==> src/rtl/prealu_seq_pkg.sv <==
// rtl/prealu_seq_pkg.sv - shared op codes, preALU select encoding and FSM states for the preALU op sequencer
package prealu_seq_pkg;

    localparam logic [1:0] OP_ADD   = 2'b00;
    localparam logic [1:0] OP_SUB   = 2'b01;
    localparam logic [1:0] OP_LOAD  = 2'b10;
    localparam logic [1:0] OP_CLEAR = 2'b11;

    localparam logic SEL_ADD = 1'b0;
    localparam logic SEL_SUB = 1'b1;

    typedef enum logic [1:0] {
        IDLE = 2'd0,
        EXEC = 2'd1,
        RESP = 2'd2
    } state_t;

endpackage

==> src/rtl/prealu_cmd_fifo.sv <==
// rtl/prealu_cmd_fifo.sv - synchronous command FIFO with full/empty flags, async active-low reset
module prealu_cmd_fifo #(
    parameter int WIDTH = 6,
    parameter int DEPTH = 4
) (
    input  logic             clk,
    input  logic             rst_n,
    input  logic             push,
    input  logic [WIDTH-1:0] wdata,
    input  logic             pop,
    output logic [WIDTH-1:0] rdata,
    output logic             full,
    output logic             empty
);

    localparam int AW = $clog2(DEPTH);

    logic [WIDTH-1:0] mem [DEPTH];
    logic [AW-1:0]    wr_ptr;
    logic [AW-1:0]    rd_ptr;
    logic [AW:0]      count;
    logic             do_push;
    logic             do_pop;

    // A full FIFO refuses a push even if a pop happens on the same edge.
    assign do_push = push && !full;
    assign do_pop  = pop && !empty;
    assign full    = (count == (AW+1)'(DEPTH));
    assign empty   = (count == '0);
    assign rdata   = mem[rd_ptr];

    always_ff @(posedge clk or negedge rst_n) begin
        if (!rst_n) begin
            wr_ptr <= '0;
            rd_ptr <= '0;
            count  <= '0;
        end else begin
            if (do_push) wr_ptr <= wr_ptr + 1'b1;
            if (do_pop)  rd_ptr <= rd_ptr + 1'b1;
            case ({do_push, do_pop})
                2'b10:   count <= count + 1'b1;
                2'b01:   count <= count - 1'b1;
                default: count <= count;
            endcase
        end
    end

    // Storage needs no reset: reset flushes the FIFO by clearing the pointers.
    always_ff @(posedge clk) begin
        if (do_push) mem[wr_ptr] <= wdata;
    end

endmodule

==> src/rtl/prealu_op_sequencer.sv <==
// rtl/prealu_op_sequencer.sv - command-driven accumulator controller for the preALU; PREALU_SEQ_OVF_EN adds rsp_ovf
module prealu_op_sequencer
    import prealu_seq_pkg::*;
#(
    parameter int W     = 4,
    parameter int DEPTH = 4
) (
    input  logic         clk,
    input  logic         rst_n,
    input  logic         cmd_valid,
    output logic         cmd_ready,
    input  logic [1:0]   cmd_op,
    input  logic [W-1:0] cmd_data,
    output logic         rsp_valid,
    input  logic         rsp_ready,
    output logic [W-1:0] rsp_data,
    output logic [W-1:0] alu_a,
    output logic [W-1:0] alu_b,
    output logic         alu_sel,
    input  logic [W-1:0] alu_c
`ifdef PREALU_SEQ_OVF_EN
    ,
    output logic         rsp_ovf
`endif
);

    state_t        state;
    logic [W-1:0]  acc;
    logic [W-1:0]  acc_next;
    logic          fifo_full;
    logic          fifo_empty;
    logic [W+1:0]  head;
    logic [1:0]    head_op;
    logic [W-1:0]  head_data;
    logic          in_exec;

    assign cmd_ready = !fifo_full;
    assign in_exec   = (state == EXEC);
    assign head_op   = head[W+1:W];
    assign head_data = head[W-1:0];

    prealu_cmd_fifo #(
        .WIDTH (W + 2),
        .DEPTH (DEPTH)
    ) u_cmd_fifo (
        .clk   (clk),
        .rst_n (rst_n),
        .push  (cmd_valid && cmd_ready),
        .wdata ({cmd_op, cmd_data}),
        .pop   (in_exec),
        .rdata (head),
        .full  (fifo_full),
        .empty (fifo_empty)
    );

    // ADD and SUB differ only in op[0], which maps straight onto the preALU select.
    always_comb begin
        alu_a   = acc;
        alu_b   = '0;
        alu_sel = SEL_ADD;
        if (in_exec) begin
            alu_b   = head_data;
            alu_sel = head_op[0];
        end
    end

    always_comb begin
        acc_next = '0;
        case (head_op)
            OP_ADD, OP_SUB: acc_next = alu_c;
            OP_LOAD:        acc_next = head_data;
            default:        acc_next = '0;
        endcase
    end

`ifdef PREALU_SEQ_OVF_EN
    logic ovf_next;

    always_comb begin
        ovf_next = 1'b0;
        case (head_op)
            OP_ADD:  ovf_next = (acc[W-1] == head_data[W-1]) && (alu_c[W-1] != acc[W-1]);
            OP_SUB:  ovf_next = (acc[W-1] != head_data[W-1]) && (alu_c[W-1] != acc[W-1]);
            default: ovf_next = 1'b0;
        endcase
    end

    always_ff @(posedge clk or negedge rst_n) begin
        if (!rst_n)       rsp_ovf <= 1'b0;
        else if (in_exec) rsp_ovf <= ovf_next;
    end
`endif

    always_ff @(posedge clk or negedge rst_n) begin
        if (!rst_n) begin
            state     <= IDLE;
            acc       <= '0;
            rsp_valid <= 1'b0;
            rsp_data  <= '0;
        end else begin
            case (state)
                IDLE: begin
                    if (!fifo_empty) state <= EXEC;
                end
                EXEC: begin
                    acc       <= acc_next;
                    rsp_data  <= acc_next;
                    rsp_valid <= 1'b1;
                    state     <= RESP;
                end
                RESP: begin
                    // Occupancy is judged before this edge's push lands.
                    if (rsp_ready) begin
                        rsp_valid <= 1'b0;
                        state     <= fifo_empty ? IDLE : EXEC;
                    end
                end
                default: state <= IDLE;
            endcase
        end
    end

endmodule

==> config.mk <==
export PLATFORM = sky130hd
export DESIGN_NAME = prealu_op_sequencer
export DESIGN_NICKNAME = d
export VERILOG_FILES = /design/src/rtl/prealu_seq_pkg.sv /design/src/rtl/prealu_cmd_fifo.sv /design/src/rtl/prealu_op_sequencer.sv
export SDC_FILE = /design/constraint.sdc
export NUM_CORES = 1
export LEC_CHECK = 0
export BUFFER_PORTS_ARGS = -buffer_cell sky130_fd_sc_hd__buf_2
export CORE_MARGIN = 2
export CORE_UTILIZATION = 59
export DETAILED_ROUTE_END_ITERATION = 12
export PLACE_DENSITY_LB_ADDON = 0.25
export SLEW_MARGIN = 20
export SYNTH_ARGS = -nofsm -noshare
export SYNTH_HDL_FRONTEND = slang
export SYNTH_SLANG_ARGS = --single-unit
==> constraint.sdc <==
create_clock -name clk -period 3.6 [get_ports clk]
set_input_delay 0.36 -clock clk [delete_from_list [all_inputs] [get_ports clk]]
set_output_delay 0.36 -clock clk [all_outputs]
set_load 0.05 [all_outputs]
# After elaboration in Yosys (flattened, before gate mapping)
# Memories as Yosys holds them, arrays and structs flattened.
# Cells that the tools add are included.
[word_totals] register_bits=14 mem_bits_rw=24 inputBits=14 wordCells=45 n_memories=1
[op_classes] n_addsub=4 eq_ne=9 mux=12 reduce_logical=13
[mem_list] memory="u_cmd_fifo.mem" depth=4 word_bits=6 read_ports=1 rd_ports_with_merged_regs=0 wr=1 line_no="prealu_cmd_fifo.sv:18" source="logic [WIDTH-1:0] mem [DEPTH];"
[op_table] op="$pmux W4 S2" n=1
[op_table] op="$eq A2 B1 Y1 const B" n=3
[op_table] op="$eq A2 B2 Y1 const B" n=3
[op_table] op="$pmux W2 S3" n=1
[op_table] op="$pmux W3 S2" n=1
[op_table] op="$mux W1" n=5
[op_table] op="$add A2 B1 Y2 const B" n=2
[op_table] op="$logic_not A2 Y1" n=2
[op_table] op="$mux W2" n=2
[op_table] op="$mux W4" n=1
[op_table] op="$ne A2 B2 Y1 const B" n=2
[op_table] op="$reduce_and A2 Y1" n=2
[op_table] op="$reduce_bool A2 Y1" n=2
[op_table] op="$add A3 B1 Y3 const B" n=1
[op_table] op="$eq A3 B3 Y1 const B" n=1
[op_table] op="$logic_and A1 B1 Y1" n=3
[op_table] op="$logic_not A3 Y1" n=1
[op_table] op="$sub A3 B1 Y3 const B" n=1
[op_table] op="$logic_not A1 Y1" n=2
[op_table] op="$pmux W1 S2" n=1
[op_table] op="$reduce_or A2 Y1" n=1

# Longest topological paths before layout
# Gate-level depths: netlist of the first run.
[depth] word_depth=6 mapped_depth=9 depth_no_buf=9

# By module
# From an unflattened synthesis of the first run, not the netlist that was laid out.
[hier_totals] cells_unflattened=114 area_unflattened_um2=1715.4
[modules_own_cells] module="prealu_cmd_fifo" n_inst=1 cells_each=69 area_per_inst_um2=1306.3 seq_area_each_um2=895.9
[modules_own_cells] module="prealu_op_sequencer" n_inst=1 cells_each=45 area_per_inst_um2=409.1 seq_area_each_um2=175.2

# Worst setup path after synthesis of the first run
# No wires, ideal clock.
[synth_path] path_type="register to register" from="register u_cmd_fifo.count[0]" to="register u_cmd_fifo.count[2]" arrival_time_ns=2.281 setup_slack_ns=1.240 path_stages_with_launch=10 period_less_slack_ns=2.360 cell_sequence="dfrtp_1 -> or3b_1 -> and2_4 -> inv_1 -> ha_1 -> inv_1 -> fa_1 -> xor2_1 -> nor2_1 -> xor2_1"
[synth_between] elab_chain_len=6 word_cells_on_any_way=13 classes_between="add/sub: 2; eq/ne: 3; mux: 1; reduce/logical: 7"
[synth_rtl] item="start, declared" line_no="prealu_cmd_fifo.sv:21" source="logic [AW:0] count;"
[synth_rtl] item="start signal, assigned" line_no="prealu_cmd_fifo.sv:41" source="2'b10: count <= count + 1'b1;"
[synth_rtl] item="start signal, assigned" line_no="prealu_cmd_fifo.sv:42" source="2'b01: count <= count - 1'b1;"
[synth_rtl] item="start signal, assigned" line_no="prealu_cmd_fifo.sv:43" source="default: count <= count;"
[synth_rtl] item="$eq A3 B3 Y1 (*)" line_no="prealu_cmd_fifo.sv:28" source="assign full = (count == (AW+1)'(DEPTH));"
[synth_rtl] item="$logic_not A1 Y1 (*)" line_no="prealu_op_sequencer.sv:37" source="assign cmd_ready = !fifo_full;"
[synth_rtl] item="named net cmd_ready" line_no="prealu_op_sequencer.sv:11" source="output logic cmd_ready,"
[synth_rtl] item="$logic_and A1 B1 Y1" line_no="prealu_op_sequencer.sv:48" source=".push (cmd_valid && cmd_ready),"
[synth_rtl] item="$logic_and A1 B1 Y1 (*)" line_no="prealu_cmd_fifo.sv:26" source="assign do_push = push && !full;"
[synth_rtl] item="$eq A2 B1 Y1 / $eq A2 B2 Y1 (equally long branches)" line_no="prealu_cmd_fifo.sv:40" source="case ({do_push, do_pop})"
[synth_rtl] item="$pmux W3 S2 / $reduce_bool A2 Y1 (equally long branches)"
# Mark *: on every way through the listed nets, which the timed path passes. The rest lies on a longest branch.
# A chain may end at the register's enable or synchronous reset.

# Final worst setup path of the first run
[layout_path] from="register u_cmd_fifo.rd_ptr[0]" to="output port alu_b[1]"
[layout_between] elab_chain_len=2
[layout_rtl] item="start, declared" line_no="prealu_cmd_fifo.sv:20" source="logic [AW-1:0] rd_ptr;"
[layout_rtl] item="start signal, assigned" line_no="prealu_cmd_fifo.sv:39" source="if (do_pop) rd_ptr <= rd_ptr + 1'b1;"
[layout_rtl] item="$mem_v2 Z4 W6"
[layout_rtl] item="$mux W4" line_no="prealu_op_sequencer.sv:61" source="if (in_exec) begin"
[layout_rtl] item="end, declared" line_no="prealu_op_sequencer.sv:18" source="output logic [W-1:0] alu_b,"
# Every way passes these cells.

==> run summary, run 1 <==
The number of fill cells in the layout is 186. The H-tree generated during clock tree synthesis spans 2 levels. Setup repair after global routing left no endpoint under its margin. The longest individual stage delay on the worst path is 650 ps.

The maximum clock frequency came out at 0.428 GHz. met2 is the most crowded layer. The core area is 2730 um^2. The routed layout has 927 vias. The routing usage on met2 came out at 27.3%. The detail-routed via count per cell is 5.39. The ratio of cells with drive above 1 in the final layout is 28.4%.

The class of the tightest hold or removal check is input port to register. CTS placed an instance of sky130_fd_sc_hd__clkbuf_4 at the clock tree root. The number of nets with antenna violations after routing is 0. The die is 57.6 um tall. Of the available clock period, the critical path in the final layout requires 64.9%.

Across the whole layout, storage elements account for 1070 um^2. The aggregate negative setup slack came out at 0 ps. The count of buffers inserted at the top-level ports came out at 28.

The number of DRC violations after detailed routing is 0. The multi-input combinational cells in the finished layout cover a total of 548 um^2. The run finished with clean final reports. STA classifies the critical path endpoint as a primary output. During I/O placement, the number of pins put on the boundary was 29.

Among all stages on the critical path, the largest delay is contributed by sky130_fd_sc_hd__mux4_1. The number of diodes came out at 0. The post-synthesis net count came out at 131. The met1 capacity usage during global routing is 19.4%.

The count of final max-slew check failures was 0. The tree built by TritonCTS fans out to 38 sinks. Traced cell by cell, the critical path runs through mux4_1 -> and2_1 -> buf_2.

The final instance area is 1890 um^2. Summing the sequential cell areas from Yosys gives 63.2% of the chip area. The total die area came out at 3320 um^2. Counting distinct cell types in the post-synthesis netlist gives 29. The required time of the critical path is 3240 ps. The reported max-cap violation count is 0. The flip-flop and latch count after synthesis is 38. The initial antenna violation count is 0. For this run, global-route usage on met3 was measured as 4.76%. After global routing the overflow that remains totals 0. The largest net degree at the start of global routing came out at 15. The post-synthesis instance area came out at 1690 um^2. The share of the core filled with cells in the final layout is 69.1%.

The clock network latency to the later pin of the worst-skew pair came out at 340 ps. The die span in x came out at 57.6 um. The CTS buffer count is 5. The warning count from the yosys run is 0. After clock tree synthesis, the clock-pin slew on the worst setup and hold paths is 110 ps. The placer's final routability congestion estimate came out at 0.781. The signed area change from the synthesized netlist to the final layout is 11.4%. Measured against its own limit, the worst slew margin works out to 57.5%.

The count of TritonRoute iterations in the first routing pass came out at 4. The number of rows created at floorplan is 19. The global-route wire length before repair is 3910 um.

The arrival time of the worst setup path came out at 1980 ps. Synthesis handed over a netlist of 111 instances. Dividing the detail-routed wire length by the instance count gives 14.2 um. The post-detailed-routing wire length came out at 2450 um. The final-report setup violation count is 0. Leaving out fill and tap cells, the most frequent cell in the layout is sky130_fd_sc_hd__buf_2.

The number of failing hold endpoints at the final stage came to 0. For the pin with the worst max-slew slack, the measured transition is 636 ps. The maximum clock skew at final layout is 4.34 ps. The worst setup path is of the register to primary output kind. Once placement finished, the instance area stood at 1820 um^2. The TritonCTS clock tree is yes. The minimum clock period after layout came out at 2340 ps. The mean post-synth cell area is 15.3 um^2.

The number of setup buffers added after CTS is 0. The clock passes through at most 2 buffers. In the final design database the tool counted 160 nets. The global-route usage over all layers is 16.5%. The sort of element at the start of the critical path is a register. The worst-path maximum fanout came out at 8.

Once detailed placement completed, the half-perimeter wirelength came to 1840 um. The starting density of the core came out at 62.0%. After the first detailed-routing iteration, the DRC count stood at 29. The number of global-route vias before repair came out at 885. The post-cts sizing count is 0. In the layout the commonest cells are sky130_fd_sc_hd__buf_2 (28), sky130_fd_sc_hd__edfxtp_1 (24), sky130_fd_sc_hd__dfrtp_1 (14).
-- logic make-up (layout without fill, tap and decap cells) --
| logic type | after synthesis | after routing | synth area share (%) |
|---|---|---|---|
| buffers and inverters | 14 | 44 | 4.43 |
| multiplexers | 8 | 8 | 10.1 |
| flip-flops | 38 | 38 | 63.2 |
| adder cells (fa/ha/maj) | 6 | 6 | 4.87 |
| AND/OR/NAND/NOR | 32 | 32 | 11.9 |
| XOR/XNOR | 6 | 6 | 3.10 |
| AO/OA/AOI/OAI | 7 | 7 | 2.36 |
-- synthesized netlist by cell type --
master | n | area share, %
sky130_fd_sc_hd__a21oi_1 | 2 | 0.59
sky130_fd_sc_hd__a31oi_1 | 4 | 1.5
sky130_fd_sc_hd__o21ai_0 | 1 | 0.30
sky130_fd_sc_hd__buf_6 | 1 | 0.66
sky130_fd_sc_hd__mux2_2 | 1 | 0.66
sky130_fd_sc_hd__nand3b_1 | 4 | 1.8
sky130_fd_sc_hd__nor2b_1 | 1 | 0.37
sky130_fd_sc_hd__nand2b_4 | 1 | 0.81
sky130_fd_sc_hd__xnor2_1 | 2 | 1.0
sky130_fd_sc_hd__and3_1 | 4 | 1.5
sky130_fd_sc_hd__nor2_1 | 6 | 1.3
sky130_fd_sc_hd__inv_1 | 7 | 1.6
sky130_fd_sc_hd__and2_4 | 1 | 0.52
sky130_fd_sc_hd__edfxtp_1 | 24 | 43
sky130_fd_sc_hd__clkbuf_1 | 2 | 0.44
sky130_fd_sc_hd__mux2i_1 | 1 | 0.59
sky130_fd_sc_hd__nor3b_1 | 2 | 0.89
sky130_fd_sc_hd__ha_1 | 5 | 3.7
sky130_fd_sc_hd__nand2_1 | 1 | 0.22
sky130_fd_sc_hd__nand2b_1 | 5 | 1.8
sky130_fd_sc_hd__or3b_1 | 1 | 0.52
sky130_fd_sc_hd__and2_1 | 5 | 1.8
sky130_fd_sc_hd__fa_1 | 1 | 1.2
sky130_fd_sc_hd__mux4_1 | 4 | 6.2
sky130_fd_sc_hd__nor3_1 | 1 | 0.30
sky130_fd_sc_hd__xor2_1 | 4 | 2.1
sky130_fd_sc_hd__dfrtp_1 | 14 | 21
sky130_fd_sc_hd__mux4_2 | 2 | 2.7
sky130_fd_sc_hd__buf_4 | 4 | 1.8
-- final timing paths --
path | from | cells after the start | endpoint | slack (ps)
setup / recovery | u_cmd_fifo.rd_ptr[0] | 3 | alu_b[1] | 1260
hold / removal | cmd_op[1] | 1 | u_cmd_fifo.mem[2][5] | 230
setup reg to reg | u_cmd_fifo.count[0] | 9 | u_cmd_fifo.count[2] | 1420
hold reg to reg | u_cmd_fifo.count[2] | 1 | u_cmd_fifo.count[2] | 500
max in group asynchronous | rst_n | 2 | rsp_valid | 2930
min in group asynchronous | rst_n | 2 | alu_a[0] | 430
-- per-layer routing --
layer  part of all wire [%]  vias to the layer above
li1                       -                      456
met1                     43                      431
met2                     48                       33
met3                    6.5                        7
met4                    2.2                        0
met5                      0                        -
-- critical path: cells and delay by family, from the launching register on --
| kind | cells | cell delay [ps] |
|---|---|---|
| buffers and inverters | 1 | 200 |
| DFF | 1 | 600 |
| muxes | 1 | 650 |
| and+or+nand+nor | 1 | 180 |
-- area by class of cell --
type                       instances  share of cell area, %
sequential                        38                   56.7
multi-input combinational         59                   29.0
timing repair buffer              29                   7.95
tap                               31                   2.05
clock buffer                       5                   1.99
inverter                           7                   1.39
clock inverter                     3                  0.861
-- flip-flops by register name, summed over array words and instances (netlist names) --
register and count:
rsp_valid 1, state 2, u_cmd_fifo.count 3, u_cmd_fifo.rd_ptr 2, alu_a 4, u_cmd_fifo.wr_ptr 2, u_cmd_fifo.mem 24
-- through the flow --
step           worst slack [ps]  hold WS (ps)  instances
3_5_place_dp               1430           275        163
3_3_place_gp               1490           268        163
6_report                   1260           230        172
2_1_floorplan              1240          64.4        111
4_1_cts                    1230           215        172
5_1_grt                    1160           216        172
-- timing repair --
action | 4_1_cts | 5_1_grt
hold endpoints to repair | 14 | 0
setup endpoints to repair | 0 | 0
hold buffers | 1 | 0
Power of run 1 is not shown: default switching activity piles up to over one toggle a cycle in this logic, so the estimate is an artifact.
==> inputs of run 2 (changes only) <==
--- a/config.mk
+++ b/config.mk
@@ -7,7 +7,7 @@
 export LEC_CHECK = 0
 export BUFFER_PORTS_ARGS = -buffer_cell sky130_fd_sc_hd__buf_2
 export CORE_MARGIN = 2
-export CORE_UTILIZATION = 59
+export CORE_UTILIZATION = 54
 export DETAILED_ROUTE_END_ITERATION = 12
 export PLACE_DENSITY_LB_ADDON = 0.25
 export SLEW_MARGIN = 20
==> constraint.sdc (replaced) <==
create_clock -name clk -period 2.3 [get_ports clk]
set_input_delay 0.23 -clock clk [delete_from_list [all_inputs] [get_ports clk]]
set_output_delay 0.23 -clock clk [all_outputs]
set_load 0.05 [all_outputs]
==> run summary, run 2 (synthesis gave the netlist of run 1 again) <==
The HPWL after detailed placement is 1880 um. The number of failing hold endpoints at the final stage is 0. The maximum clock frequency is 0.451 GHz. The deepest level of the CTS H-tree is 2. The clock network accounts for 11.6% of the total power. Clock tree synthesis selected as its root buffer the cell sky130_fd_sc_hd__clkbuf_4. After clock tree synthesis, the clock-pin slew on the worst setup and hold paths is 110 ps. The routing usage on met2 is 28.1%.

The count of final max-slew check failures came to 0. The number of rows created at floorplan is 20. The area used by sequential logic in the layout came out at 1070 um^2. For the pin with the worst max-slew slack, the measured transition is 400 ps. The sequential share of power is 39.3%. The number of diodes came out at 0. The minimum clock period after layout came out at 2220 ps.

The y dimension of the die is 60.0 um. In this run the horizontal extent of the chip is 60.0 um. The path class of the tightest hold or removal check is input port to register. Dividing total power by cell area gives a power density of 1470 nW/um^2. The reported max-cap violation count is 0. TritonCTS built the clock tree.

The total global routing overflow came out at 0. The register with the most flip-flops in the final layout is u_cmd_fifo.mem. The core area came out at 3030 um^2.

The detailed router finished its first iteration with 31 violations. The boundary pin count is 29. The starting density of the core is 56.0%. The worst voltage drop across the vdd grid came out at 752 uV. Data on the critical path arrives at its endpoint at 1990 ps. The signed area change from the synthesized netlist to the final layout is 14.2%.

Combinational cells account for 49.1% of the total power. The number of DRC violations after detailed routing came out at 0. In this run switching power makes up 44.1% of total power.

The filler cells instantiated in the layout total 243. STA classifies the critical path startpoint as a register. The met1 capacity usage during global routing came out at 20.1%.

Hold timing on the final database bottoms out at a slack of 103 ps. The initial antenna violation count was 0. The leakage power of the design is 0.809 nW.

Clock tree synthesis inserted a total of 5 buffers. The global-route usage over all layers is 16.9%. The clock network latency to the later pin of the worst-skew pair is 340 ps. The total area of multi-input combinational cells came out at 556 um^2. Headroom to the max-slew limit came out at 73.4%. The number of nets in the layout is 163. The number of nets with antenna violations after routing came out at 0. In the routed layout, each cell is associated on average with a via count of 5.07.

The run finished with clean final reports. The count of TritonRoute iterations in the first routing pass is 4. The cell with the biggest individual delay on the critical path is sky130_fd_sc_hd__mux4_1. The final-report setup violation count came out at 0. The signal on the critical path passes through mux4_1 -> and2_1 -> buf_2. The global-route wire length before repair came out at 4170 um.

Setup repair after global routing left no endpoint under its margin. The register with the most flip-flops in the layout has 24 of them. The required time of the critical path is 2070 ps. The share of the core filled with cells in the final layout came out at 63.9%. Entering global routing, the biggest net connects 15 pins. The count of buffers inserted at the top-level ports came out at 28. The maximum clock skew at final layout came out at 11.0 ps.

Dividing the detail-routed wire length by the instance count gives 14.0 um. The worst-path maximum fanout came out at 8. The longest individual stage delay on the worst path came out at 660 ps. The number of global-route vias before repair is 906. The floorplan step defined a die boundary enclosing 3600 um^2. The aggregate negative setup slack came out at 0 ps. The internal cell power is 1.59 mW.

The global routing stage identified its most utilized layer as met2. The ratio of cells with drive above 1 in the final layout is 31.9%. The top cell types in the final layout, fill and taps aside, are sky130_fd_sc_hd__buf_2 (28), sky130_fd_sc_hd__edfxtp_1 (24), sky130_fd_sc_hd__dfrtp_1 (14). The number of sinks on the clock net is 38.

Global routing consumed, on the met3 layer, 4.55% of the routing resources. The most common cell after layout, fill and taps aside is sky130_fd_sc_hd__buf_2. The placer's final routability congestion estimate came out at 0.696.

The overall via count from detail_route is 954. The final instance area came out at 1930 um^2. The final layout contains routed wiring with a total length of 2640 um. The final critical path takes up 96.4% of the cycle. The category of the most critical setup path is register to primary output. STA classifies the critical path endpoint as a primary output. The analysis attributes to net switching a power of 1.26 mW.

The largest buffer count on any clock path is 2. The cell area reported after detailed placement is 1850 um^2.
run 2: what timing repair did:
action	4_1_cts	5_1_grt
setup endpoints to repair	0	1
setup buffers	0	2
hold buffers	1	0
resized for setup	0	2
hold endpoints to repair	14	0
run 2: power groups by stage:
stage               Combinational (mW)  Sequential [mW]  Clock (mW)
finish                            1.39             1.12       0.331
global route                      1.51             1.15       0.365
CTS                               1.37             1.12       0.338
detailed placement                1.37             1.14           0
global placement                  1.33             1.12           0
floorplan                         1.04             1.22           0
run 2: worst max-delay path, delay by kind of cell (launching register included):
family	cells	cell delay (ps)
buffers and inverters	1	200
DFF	1	600
muxes	1	660
and+or+nand+nor	1	180
run 2: layout make-up:
cell class                 count  area share [%]
tap                           44            2.85
multi-input combinational     59            28.7
clock buffer                   5            1.94
clock inverter                 3           0.841
timing repair buffer          32            8.93
inverter                       7            1.36
sequential                    38            55.4
run 2: per-layer routing:
metal	share of wire, %	wire length, um
met1	43	1130
met3	4.7	124
met5	0	0
met2	51	1340
met4	1.6	41
run 2: final timing paths:
kind / start / to / slack (ps) / cells past startpoint
min: cmd_data[0] / u_cmd_fifo.mem[0][0] / 100 / 1
min reg2reg: state[1] / rsp_valid / 510 / 1
min in group asynchronous: rst_n / alu_a[3] / 300 / 2
max in group asynchronous: rst_n / u_cmd_fifo.count[0] / 1740 / 2
max reg2reg: u_cmd_fifo.count[0] / u_cmd_fifo.count[2] / 150 / 9
max: u_cmd_fifo.rd_ptr[0] / alu_b[2] / 80 / 3
run 2: per-stage QoR:
step,worst slack (ps),cells,power [mW]
finish,82.1,188,2.84
global route,1.56,188,3.02
CTS,64.5,186,2.83
detailed placement,130,177,2.51
global placement,223,177,2.46
floorplan,140,111,2.26
Note: power is estimated with default switching activity, not from simulation.
